### src/rtl/dm_arbiter_if.sv
// Bundle of the two requester ports and the data-memory port around dm_arbiter.
// slave  : the arbiter's view (requests and memory read data come in).
// master : the environment's view (pipeline, DMA engine and memory model).
interface dm_arbiter_if #(
  parameter int AW = 7,
  parameter int DW = 32
);
  // port 0: pipeline MEM stage
  logic          p0_req;
  logic          p0_we;
  logic [AW-1:0] p0_addr;
  logic [DW-1:0] p0_wdata;
  logic          p0_gnt;
  logic          p0_stall;
  logic          p0_rvalid;
  logic [DW-1:0] p0_rdata;

  // port 1: DMA / vector-load engine
  logic          p1_req;
  logic          p1_we;
  logic [AW-1:0] p1_addr;
  logic [DW-1:0] p1_wdata;
  logic          p1_lock;
  logic          p1_gnt;
  logic          p1_rvalid;
  logic [DW-1:0] p1_rdata;

  // single-ported data memory
  logic          dm_rd;
  logic          dm_wr;
  logic [AW-1:0] dm_addr;
  logic [DW-1:0] dm_wdata;
  logic [DW-1:0] dm_rdata;

  modport slave (
    input  p0_req, p0_we, p0_addr, p0_wdata,
    output p0_gnt, p0_stall, p0_rvalid, p0_rdata,
    input  p1_req, p1_we, p1_addr, p1_wdata, p1_lock,
    output p1_gnt, p1_rvalid, p1_rdata,
    output dm_rd, dm_wr, dm_addr, dm_wdata,
    input  dm_rdata
  );

  modport master (
    output p0_req, p0_we, p0_addr, p0_wdata,
    input  p0_gnt, p0_stall, p0_rvalid, p0_rdata,
    output p1_req, p1_we, p1_addr, p1_wdata, p1_lock,
    input  p1_gnt, p1_rvalid, p1_rdata,
    input  dm_rd, dm_wr, dm_addr, dm_wdata,
    output dm_rdata
  );
endinterface

### src/rtl/dm_arbiter.sv
// Two-port arbiter in front of the single-ported data memory.
// Port 0 (pipeline) normally wins; port 1 (DMA) is protected from starvation
// by a saturating wait counter and may stream words under a bounded lock.
// Grants are combinational within the cycle; read data returns one cycle later.
module dm_arbiter #(
  parameter int AW        = 7,
  parameter int DW        = 32,
  parameter int MAX_WAIT  = 4,
  parameter int BURST_MAX = 8
) (
  input  logic          clk,
  input  logic          rst,
  dm_arbiter_if.slave   bus
);

  typedef enum logic [0:0] {
    IDLE = 1'b0,
    LOCK = 1'b1
  } state_t;

  localparam logic [3:0] WAIT_MAX_C  = 4'(MAX_WAIT);
  localparam logic [7:0] BURST_MAX_C = 8'(BURST_MAX);

  state_t        state_q, state_d;
  logic [3:0]    wait_cnt_q, wait_cnt_d;
  logic [7:0]    burst_cnt_q, burst_cnt_d;
  logic          holdoff_q, holdoff_d;
  logic          p0_rvalid_q, p0_rvalid_d;
  logic          p1_rvalid_q, p1_rvalid_d;
  logic [DW-1:0] p0_rdata_q, p0_rdata_d;
  logic [DW-1:0] p1_rdata_q, p1_rdata_d;

  logic          p0_gnt_s;
  logic          p1_gnt_s;
  logic          dm_rd_s;
  logic          dm_wr_s;
  logic [AW-1:0] dm_addr_s;
  logic [DW-1:0] dm_wdata_s;

  // Grant selection: starvation override, then lock, then port 0, then port 1.
  always_comb begin
    p0_gnt_s = 1'b0;
    p1_gnt_s = 1'b0;
    if (rst) begin
      p0_gnt_s = 1'b0;
      p1_gnt_s = 1'b0;
    end else if (bus.p1_req && (wait_cnt_q == WAIT_MAX_C)) begin
      p1_gnt_s = 1'b1;
    end else if ((state_q == LOCK) && bus.p1_req) begin
      p1_gnt_s = 1'b1;
    end else if (bus.p0_req) begin
      p0_gnt_s = 1'b1;
    end else if (bus.p1_req) begin
      p1_gnt_s = 1'b1;
    end else begin
      p0_gnt_s = 1'b0;
      p1_gnt_s = 1'b0;
    end
  end

  // Memory port mux: the granted requester drives the bus, otherwise all zero.
  always_comb begin
    dm_rd_s    = 1'b0;
    dm_wr_s    = 1'b0;
    dm_addr_s  = '0;
    dm_wdata_s = '0;
    case ({p1_gnt_s, p0_gnt_s})
      2'b01: begin
        dm_rd_s    = ~bus.p0_we;
        dm_wr_s    = bus.p0_we;
        dm_addr_s  = bus.p0_addr;
        dm_wdata_s = bus.p0_wdata;
      end
      2'b10: begin
        dm_rd_s    = ~bus.p1_we;
        dm_wr_s    = bus.p1_we;
        dm_addr_s  = bus.p1_addr;
        dm_wdata_s = bus.p1_wdata;
      end
      default: begin
        dm_rd_s    = 1'b0;
        dm_wr_s    = 1'b0;
        dm_addr_s  = '0;
        dm_wdata_s = '0;
      end
    endcase
  end

  // Starvation counter: counts consecutive denied port-1 requests, saturating.
  always_comb begin
    wait_cnt_d = wait_cnt_q;
    if (!bus.p1_req || p1_gnt_s) begin
      wait_cnt_d = 4'd0;
    end else if (wait_cnt_q < WAIT_MAX_C) begin
      wait_cnt_d = wait_cnt_q + 4'd1;
    end else begin
      wait_cnt_d = wait_cnt_q;
    end
  end

  // Burst lock FSM: enter on a locked port-1 grant, leave on drop, unlock or
  // after BURST_MAX locked beats; a forced release arms a one-cycle holdoff.
  always_comb begin
    state_d     = state_q;
    burst_cnt_d = burst_cnt_q;
    holdoff_d   = 1'b0;
    case (state_q)
      IDLE: begin
        if (p1_gnt_s && bus.p1_lock && !(holdoff_q && bus.p0_req)) begin
          state_d     = LOCK;
          burst_cnt_d = 8'd1;
        end else begin
          state_d     = IDLE;
        end
      end
      LOCK: begin
        if (!bus.p1_req) begin
          state_d     = IDLE;
          burst_cnt_d = 8'd0;
        end else if (p1_gnt_s && !bus.p1_lock) begin
          state_d     = IDLE;
          burst_cnt_d = 8'd0;
        end else if (p1_gnt_s && (burst_cnt_q == BURST_MAX_C)) begin
          state_d     = IDLE;
          burst_cnt_d = 8'd0;
          holdoff_d   = 1'b1;
        end else if (p1_gnt_s) begin
          burst_cnt_d = burst_cnt_q + 8'd1;
        end else begin
          state_d     = LOCK;
        end
      end
      default: begin
        state_d     = IDLE;
        burst_cnt_d = 8'd0;
      end
    endcase
  end

  // Read return: capture memory data on a granted read, hold it otherwise.
  always_comb begin
    p0_rvalid_d = p0_gnt_s & ~bus.p0_we;
    p1_rvalid_d = p1_gnt_s & ~bus.p1_we;
    p0_rdata_d  = p0_rdata_q;
    p1_rdata_d  = p1_rdata_q;
    if (p0_rvalid_d) begin
      p0_rdata_d = bus.dm_rdata;
    end else begin
      p0_rdata_d = p0_rdata_q;
    end
    if (p1_rvalid_d) begin
      p1_rdata_d = bus.dm_rdata;
    end else begin
      p1_rdata_d = p1_rdata_q;
    end
  end

  // State and data registers with asynchronous reset.
  always_ff @(posedge clk or posedge rst) begin
    if (rst) begin
      state_q     <= IDLE;
      wait_cnt_q  <= 4'd0;
      burst_cnt_q <= 8'd0;
      holdoff_q   <= 1'b0;
      p0_rvalid_q <= 1'b0;
      p1_rvalid_q <= 1'b0;
      p0_rdata_q  <= '0;
      p1_rdata_q  <= '0;
    end else begin
      state_q     <= state_d;
      wait_cnt_q  <= wait_cnt_d;
      burst_cnt_q <= burst_cnt_d;
      holdoff_q   <= holdoff_d;
      p0_rvalid_q <= p0_rvalid_d;
      p1_rvalid_q <= p1_rvalid_d;
      p0_rdata_q  <= p0_rdata_d;
      p1_rdata_q  <= p1_rdata_d;
    end
  end

  assign bus.p0_gnt    = p0_gnt_s;
  assign bus.p1_gnt    = p1_gnt_s;
  assign bus.p0_stall  = bus.p0_req & ~p0_gnt_s & ~rst;
  assign bus.p0_rvalid = p0_rvalid_q;
  assign bus.p1_rvalid = p1_rvalid_q;
  assign bus.p0_rdata  = p0_rdata_q;
  assign bus.p1_rdata  = p1_rdata_q;
  assign bus.dm_rd     = dm_rd_s;
  assign bus.dm_wr     = dm_wr_s;
  assign bus.dm_addr   = dm_addr_s;
  assign bus.dm_wdata  = dm_wdata_s;

endmodule

### src/flat_wrapper.sv
// flat-port wrapper written by rule: the top's interface ports become plain ports
module dm_arbiter_flat 
#(
  parameter int AW        = 7,
  parameter int DW        = 32,
  parameter int MAX_WAIT  = 4,
  parameter int BURST_MAX = 8
)
  (clk, rst, bus_p0_req, bus_p0_we, bus_p0_addr, bus_p0_wdata, bus_p0_gnt, bus_p0_stall, bus_p0_rvalid, bus_p0_rdata, bus_p1_req, bus_p1_we, bus_p1_addr, bus_p1_wdata, bus_p1_lock, bus_p1_gnt, bus_p1_rvalid, bus_p1_rdata, bus_dm_rd, bus_dm_wr, bus_dm_addr, bus_dm_wdata, bus_dm_rdata);
  dm_arbiter_if #(.AW(AW), .DW(DW)) bus_i ();
  input  logic clk;
  input  logic rst;
  input wire logic [$bits(bus_i.p0_req)-1:0] bus_p0_req;
  input wire logic [$bits(bus_i.p0_we)-1:0] bus_p0_we;
  input wire logic [$bits(bus_i.p0_addr)-1:0] bus_p0_addr;
  input wire logic [$bits(bus_i.p0_wdata)-1:0] bus_p0_wdata;
  output wire logic [$bits(bus_i.p0_gnt)-1:0] bus_p0_gnt;
  output wire logic [$bits(bus_i.p0_stall)-1:0] bus_p0_stall;
  output wire logic [$bits(bus_i.p0_rvalid)-1:0] bus_p0_rvalid;
  output wire logic [$bits(bus_i.p0_rdata)-1:0] bus_p0_rdata;
  input wire logic [$bits(bus_i.p1_req)-1:0] bus_p1_req;
  input wire logic [$bits(bus_i.p1_we)-1:0] bus_p1_we;
  input wire logic [$bits(bus_i.p1_addr)-1:0] bus_p1_addr;
  input wire logic [$bits(bus_i.p1_wdata)-1:0] bus_p1_wdata;
  input wire logic [$bits(bus_i.p1_lock)-1:0] bus_p1_lock;
  output wire logic [$bits(bus_i.p1_gnt)-1:0] bus_p1_gnt;
  output wire logic [$bits(bus_i.p1_rvalid)-1:0] bus_p1_rvalid;
  output wire logic [$bits(bus_i.p1_rdata)-1:0] bus_p1_rdata;
  output wire logic [$bits(bus_i.dm_rd)-1:0] bus_dm_rd;
  output wire logic [$bits(bus_i.dm_wr)-1:0] bus_dm_wr;
  output wire logic [$bits(bus_i.dm_addr)-1:0] bus_dm_addr;
  output wire logic [$bits(bus_i.dm_wdata)-1:0] bus_dm_wdata;
  input wire logic [$bits(bus_i.dm_rdata)-1:0] bus_dm_rdata;
  assign bus_i.p0_req = bus_p0_req;
  assign bus_i.p0_we = bus_p0_we;
  assign bus_i.p0_addr = bus_p0_addr;
  assign bus_i.p0_wdata = bus_p0_wdata;
  assign bus_p0_gnt = bus_i.p0_gnt;
  assign bus_p0_stall = bus_i.p0_stall;
  assign bus_p0_rvalid = bus_i.p0_rvalid;
  assign bus_p0_rdata = bus_i.p0_rdata;
  assign bus_i.p1_req = bus_p1_req;
  assign bus_i.p1_we = bus_p1_we;
  assign bus_i.p1_addr = bus_p1_addr;
  assign bus_i.p1_wdata = bus_p1_wdata;
  assign bus_i.p1_lock = bus_p1_lock;
  assign bus_p1_gnt = bus_i.p1_gnt;
  assign bus_p1_rvalid = bus_i.p1_rvalid;
  assign bus_p1_rdata = bus_i.p1_rdata;
  assign bus_dm_rd = bus_i.dm_rd;
  assign bus_dm_wr = bus_i.dm_wr;
  assign bus_dm_addr = bus_i.dm_addr;
  assign bus_dm_wdata = bus_i.dm_wdata;
  assign bus_i.dm_rdata = bus_dm_rdata;
  dm_arbiter #(.AW(AW), .DW(DW), .MAX_WAIT(MAX_WAIT), .BURST_MAX(BURST_MAX)) u_core (.clk(clk), .rst(rst), .bus(bus_i));
endmodule
### config.mk
export PLATFORM = sky130hd
export DESIGN_NAME = dm_arbiter_flat
export DESIGN_NICKNAME = d
export VERILOG_FILES = /design/src/rtl/dm_arbiter_if.sv /design/src/rtl/dm_arbiter.sv /design/src/flat_wrapper.sv
export SDC_FILE = /design/constraint.sdc
export NUM_CORES = 1
export LEC_CHECK = 0
export CORE_MARGIN = 4
export CORE_UTILIZATION = 39
export CTS_CLUSTER_SIZE = 10
export DETAILED_ROUTE_END_ITERATION = 10
export PLACE_DENSITY = 0.81
export SLEW_MARGIN = 20
export SYNTH_ARGS = -nofsm -noshare
export SYNTH_HDL_FRONTEND = slang
export SYNTH_SLANG_ARGS = --single-unit
### constraint.sdc
create_clock -name clk -period 5 [get_ports clk]
set_input_delay 0.5 -clock clk [delete_from_list [all_inputs] [get_ports clk]]
set_output_delay 0.5 -clock clk [all_outputs]
set_load 0.01 [all_outputs]
; ---- Word-level counts from Yosys, hierarchy flattened
; Cells that the tools add are included.
[word_totals]
ff_bits = 80
latch_bits = 0
ramBits = 0
mem_bits_ro = 0
input_bits = 117
output_inout_bits = 110
wordCells = 69
memories = 0
[classes]
n_addsub = 2
n_mul = 0
n_div = 0
order_cmp = 1
eq_ne = 6
n_shift = 0
n_mux = 30
bitwise = 9
reduce_logical = 13
[op_table]
columns = op, count
row1 = case mux 32 bit (2 select lines), 1
row2 = two-way mux 8 bit, 5
row3 = two-way mux 1 bit, 17
row4 = case mux 8 bit (2 select lines), 1
row5 = case mux 7 bit (2 select lines), 1
row6 = adder 8 x 1 -> 8 bit (second input constant), 1
row7 = == test 8 x 4 -> 1 bit (second input constant), 1
row8 = two-way mux 4 bit, 2
row9 = logical AND 1 bit, 7
row10 = case mux 1 bit (2 select lines), 3
row11 = != test 5 bit (second input constant), 1
row12 = inverter 1 bit, 5
row13 = adder 4 x 1 -> 4 bit (second input constant), 1
row14 = bitwise AND 1 bit, 4
row15 = == test 4 x 3 -> 1 bit (second input constant), 1
row16 = less-than comparator 4 x 3 -> 1 bit (second input constant), 1
row17 = zero test 1 bit, 3
row18 = == test 2 x 1 -> 1 bit (second input constant), 1
row19 = == test 2 bit (second input constant), 1
row20 = != test 2 x 1 -> 1 bit (second input constant), 1
row21 = AND reduction 2 bit, 1
row22 = nonzero test 2 bit, 1
row23 = logical OR 1 bit, 1

; ---- Logic depth before layout (Yosys ltp)
[logic_depth]
word_depth = 10
depth_mapped = 10
depth_no_buf = 9

; ---- Worst setup path before layout
; Ideal clock, no wire load.
[synth_timing]
path_kind = input to output
from = input port rst
to = output port bus_dm_addr[0]
t_arrival_ps = 3613
slack_ps = 887
stages = 7
path_cell_list = inv_1 -> o211ai_4 -> inv_1 -> ha_1 -> clkbuf_1 -> a22oi_1 -> nor2_1
[synth_between]
elab_chain_len = 3
elab_cells_between_ends = 5
[synth_rtl]
columns = item, line_no
row1 = start: declaration, flat_wrapper.sv:12  ; input logic rst;
row2 = two-way mux 1 bit *, dm_arbiter.sv:44  ; if (rst) begin
row3 = named net bus_p1_gnt, flat_wrapper.sv:26  ; output wire logic [$bits(bus_i.p1_gnt)-1:0] bus_p1_gnt;
row4 = == test 2 bit / == test 2 x 1 -> 1 bit (equally long branches), dm_arbiter.sv:67  ; case ({p1_gnt_s, p0_gnt_s})
row5 = case mux 7 bit (2 select lines) *, dm_arbiter.sv:67
row6 = end: declaration, flat_wrapper.sv:31  ; output wire logic [$bits(bus_i.dm_addr)-1:0] bus_dm_addr;
; The timed path passes the listed nets; every way through them passes the cells marked *.

; ---- Worst setup path after layout
[layout_timing]
from = input port bus_p1_req
to = output port bus_dm_wdata[20]
[layout_between]
elab_chain_len = 7
elab_cells_between_ends = 13
[layout_rtl]
columns = item, line_no
row1 = start: declaration, flat_wrapper.sv:21  ; input wire logic [$bits(bus_i.p1_req)-1:0] bus_p1_req;
row2 = two-way mux 1 bit, dm_arbiter.sv:53  ; end else if (bus.p1_req) begin
row3 = two-way mux 1 bit, dm_arbiter.sv:51  ; end else if (bus.p0_req) begin
row4 = two-way mux 1 bit, dm_arbiter.sv:49  ; end else if ((state_q == LOCK) && bus.p1_req) begin
row5 = two-way mux 1 bit, dm_arbiter.sv:47  ; end else if (bus.p1_req && (wait_cnt_q == WAIT_MAX_C)) begin
row6 = two-way mux 1 bit, dm_arbiter.sv:44
row7 = == test 2 bit / == test 2 x 1 -> 1 bit (equally long branches), dm_arbiter.sv:67
row8 = case mux 32 bit (2 select lines) *, dm_arbiter.sv:67
row9 = end: declaration, flat_wrapper.sv:32  ; output wire logic [$bits(bus_i.dm_wdata)-1:0] bus_dm_wdata;
; Mark *: on every way between the ends. The rest lies on a longest branch, timed or not.

==> results.toml <==
[status]
status = "completed"

[critical_path]
cp_data_arrival_time_ns = 2.98
endpoint_kind = "output pin"
required_ns = 4.50
cp.buffers_inverters = 3
path_cells = "clkdlybuf4s50_1, o21ai_2, nand3_1, inv_1, ha_2, nor2_1, clkdlybuf4s50_1"
reg2reg_from = "u_core.wait_cnt_q[0]"
slowest_delay_ns = 0.79
reg2reg_to = "u_core.bus.p1_rdata[28]"
start_kind = "primary input"
r2r_slack_ns = 2.81
cp_top_family = "buffers and inverters"
crit_top_cell = "clkdlybuf4s50_1"
path_max_fanout = 41
crit_type = "in2out"
slowest_stage = "ha_2"
r2r_cells = 6

[pwr]
power_frac_seq = 0.408
ir_worst_vdd_v = 0.000164
p_total_mw = 2.07
p_clk_frac = 0.249
p_int_mw = 1.51
powerDensity_mw_per_mm2 = 314
p_leak_nw = 2.68
comb_power_share = 0.342
swShare = 0.271
p_sw_uw = 559

[yosys]
synth_top_area_cell = "dfrtp_1"
ys_seq_area_frac = 0.493
syn_nets = 457
synthArstFlopShare = 1.00
yosys_warnings = 0
ys_ff_latch = 80
synth_commonest_cells = "dfrtp_1, nor2_1, a22oi_1"
synth_ff_type = "dfrtp_1"
synth_top_area_frac = 0.493
syn-cell-area_sq_mm = 0.00406
synth.distinct_cells = 40
synth_edf_count = 0
yosysMostFrequentCell = "dfrtp_1"
synthCells = 334
avgSynthCellArea_sq_um = 12.2
yosys-top-cells-area = "dfrtp_1, mux2_4, mux2_2"

[clock_network]
clock-sinks = 80
cts_hold_buffers = 0
postCtsSetupBuffers = 0
cts-resized-gates = 0
cts_tree = "done"
clk_latency_ns = 0.34
htree_levels = 3
clock_tree.buffer_depth = 2
cts_buffers = 9
cts-root-buf = "clkbuf_8"
clk_pin_slew_worst_paths_ns = 0.08

[sta]
setup_violations = 0
tightest_slew_ns = 0.853
period_minus_slack_ns = 3.48
relSlewSlack = 0.429
hold_viol = 0
fin_setup_tns_ns = 0
slew_viol_final = 0
min_period_over_period = 0.697
rsz0062_at_grt = "no"
fmax_ghz = 0.287
skew_ns = 0.00834

[drt]
wire_per_inst_um = 18.5
drc = 0
dr.pass1.iters = 5
postRouteAntennaNets = 0
drtIter0Drc = 274
vias = 3460
viasPerCell = 5.00
routed_wl_um = 12800

[floorplan]
std_cell_rows = 36
core_sq_mm = 0.00995
die_y_um = 110
start_util = 0.408
die_x_um = 110
ioPinCount = 227
die_area_sq_mm = 0.0121

[global_route]
grt_start_max_net_pins = 83
grtUsageTotal = 0.202
grt_pass1_vias = 3620
antenna_found_initial = 0
grt_remaining_overflow = 0
grt_pass1_wl_um = 19100

[worst_hold_path]
min_path_type = "reg2reg"
min_delay_path_depth = 1
min_to = "u_core.bus.p0_rdata[18]"
hold_start = "u_core.bus.p0_rdata[18]"

[placed_design]
hpwl_um = 9980
gp_congestion = 0.800
numPortBuffers = 226

[final_layout]
diodes = 0
area_growth_syn_to_layout_pct = 62.4
drive_above_1_share = 0.168
fillers = 738
nNetsFinal = 677

[run]
max_cap_viol_count = 0
## registers in the layout (all words and copies together), names as in the netlist
| signal | flops |
|---|---|
| u_core.bus.p1_rvalid | 1 |
| u_core.state_q | 1 |
| u_core.bus.p0_rvalid | 1 |
| u_core.burst_cnt_q | 8 |
| u_core.holdoff_q | 1 |
| u_core.wait_cnt_q | 4 |
| u_core.bus.p0_rdata | 32 |
| u_core.bus.p1_rdata | 32 |
## worst register-to-register path, stage by stage, from the launching register on
cell and delay, ns:
dfrtp_1 0.41, inv_1 0.07, ha_1 0.17, and3b_4 0.23, o211ai_4 0.13, nor2_8 0.64
mux2_2 0.44
## power by group through the flow
stage                     registers [mW]  logic [mW]  clock network, mW
after floorplan                    0.903       0.236                  0
after global placement             0.848       0.700                  0
after detailed placement           0.857       0.712                  0
after CTS                          0.844       0.715              0.533
after global routing               0.859       0.758              0.566
final                              0.843       0.707              0.515
## how the worst max path moves through the flow
| stage | start | slack, ns | cells after the start | endpoint |
|---|---|---|---|---|
| after floorplan | rst | 0.89 | 7 | bus_dm_addr[0] |
| after CTS | bus_p1_req | 1.20 | 7 | bus_dm_wdata[28] |
| final | bus_p1_req | 1.52 | 7 | bus_dm_wdata[20] |
| after global placement | bus_p1_req | 1.30 | 7 | bus_dm_wdata[20] |
| after global routing | u_core.wait_cnt_q[0] | 1.23 | 11 | bus_dm_wdata[0] |
| after detailed placement | bus_p1_req | 1.19 | 7 | bus_dm_wdata[28] |
## cell type report
class,count,area (sq um),area share
clock inverter,6,92.6,0.0140
clock buffer,10,128,0.0194
inverter,11,42.5,0.00646
tap,133,166,0.0253
timing repair buffer,229,2290,0.347
multi-input combinational,223,1870,0.284
sequential,80,2000,0.304
## logic make-up after synthesis
logic type / after synthesis / synth area share
XOR/XNOR: 2 / 0.00432
buffers and inverters: 31 / 0.0465
AO/OA/AOI/OAI: 67 / 0.126
flip-flops: 80 / 0.493
AND/OR/NAND/NOR: 84 / 0.103
multiplexers: 64 / 0.208
adder cells (fa/ha/maj): 6 / 0.0185
## stage by stage
step	hold slack [ns]	worst slack [ns]	utilization	instance area, sq um	std cells
finish	0.507	1.52	0.662	6590	692
global route	0.514	1.23	0.662	6590	692
CTS	0.510	1.20	0.661	6580	692
detailed placement	0.491	1.19	0.639	6360	676
global placement	0.486	1.30	0.639	6360	676
floorplan	0.511	0.887	-	4060	334
## layer usage
metal  track usage  wire (um)
met1         0.256       5140
met2         0.337       6380
met3        0.0670       1170
met4        0.0454         87
met5             0          0
## cell usage in the layout (no fill, tap or decap), drive strengths merged, types with 6 or more instances in the layout
cell type and count:
dfrtp 80, clkdlybuf4s50 226, o21ai 9, ha 6, a22oi 41, nand2 9
nor2 50, inv 11, mux2 64, nand3 6, clkbuf 10
(Power assumes the default switching activity.)
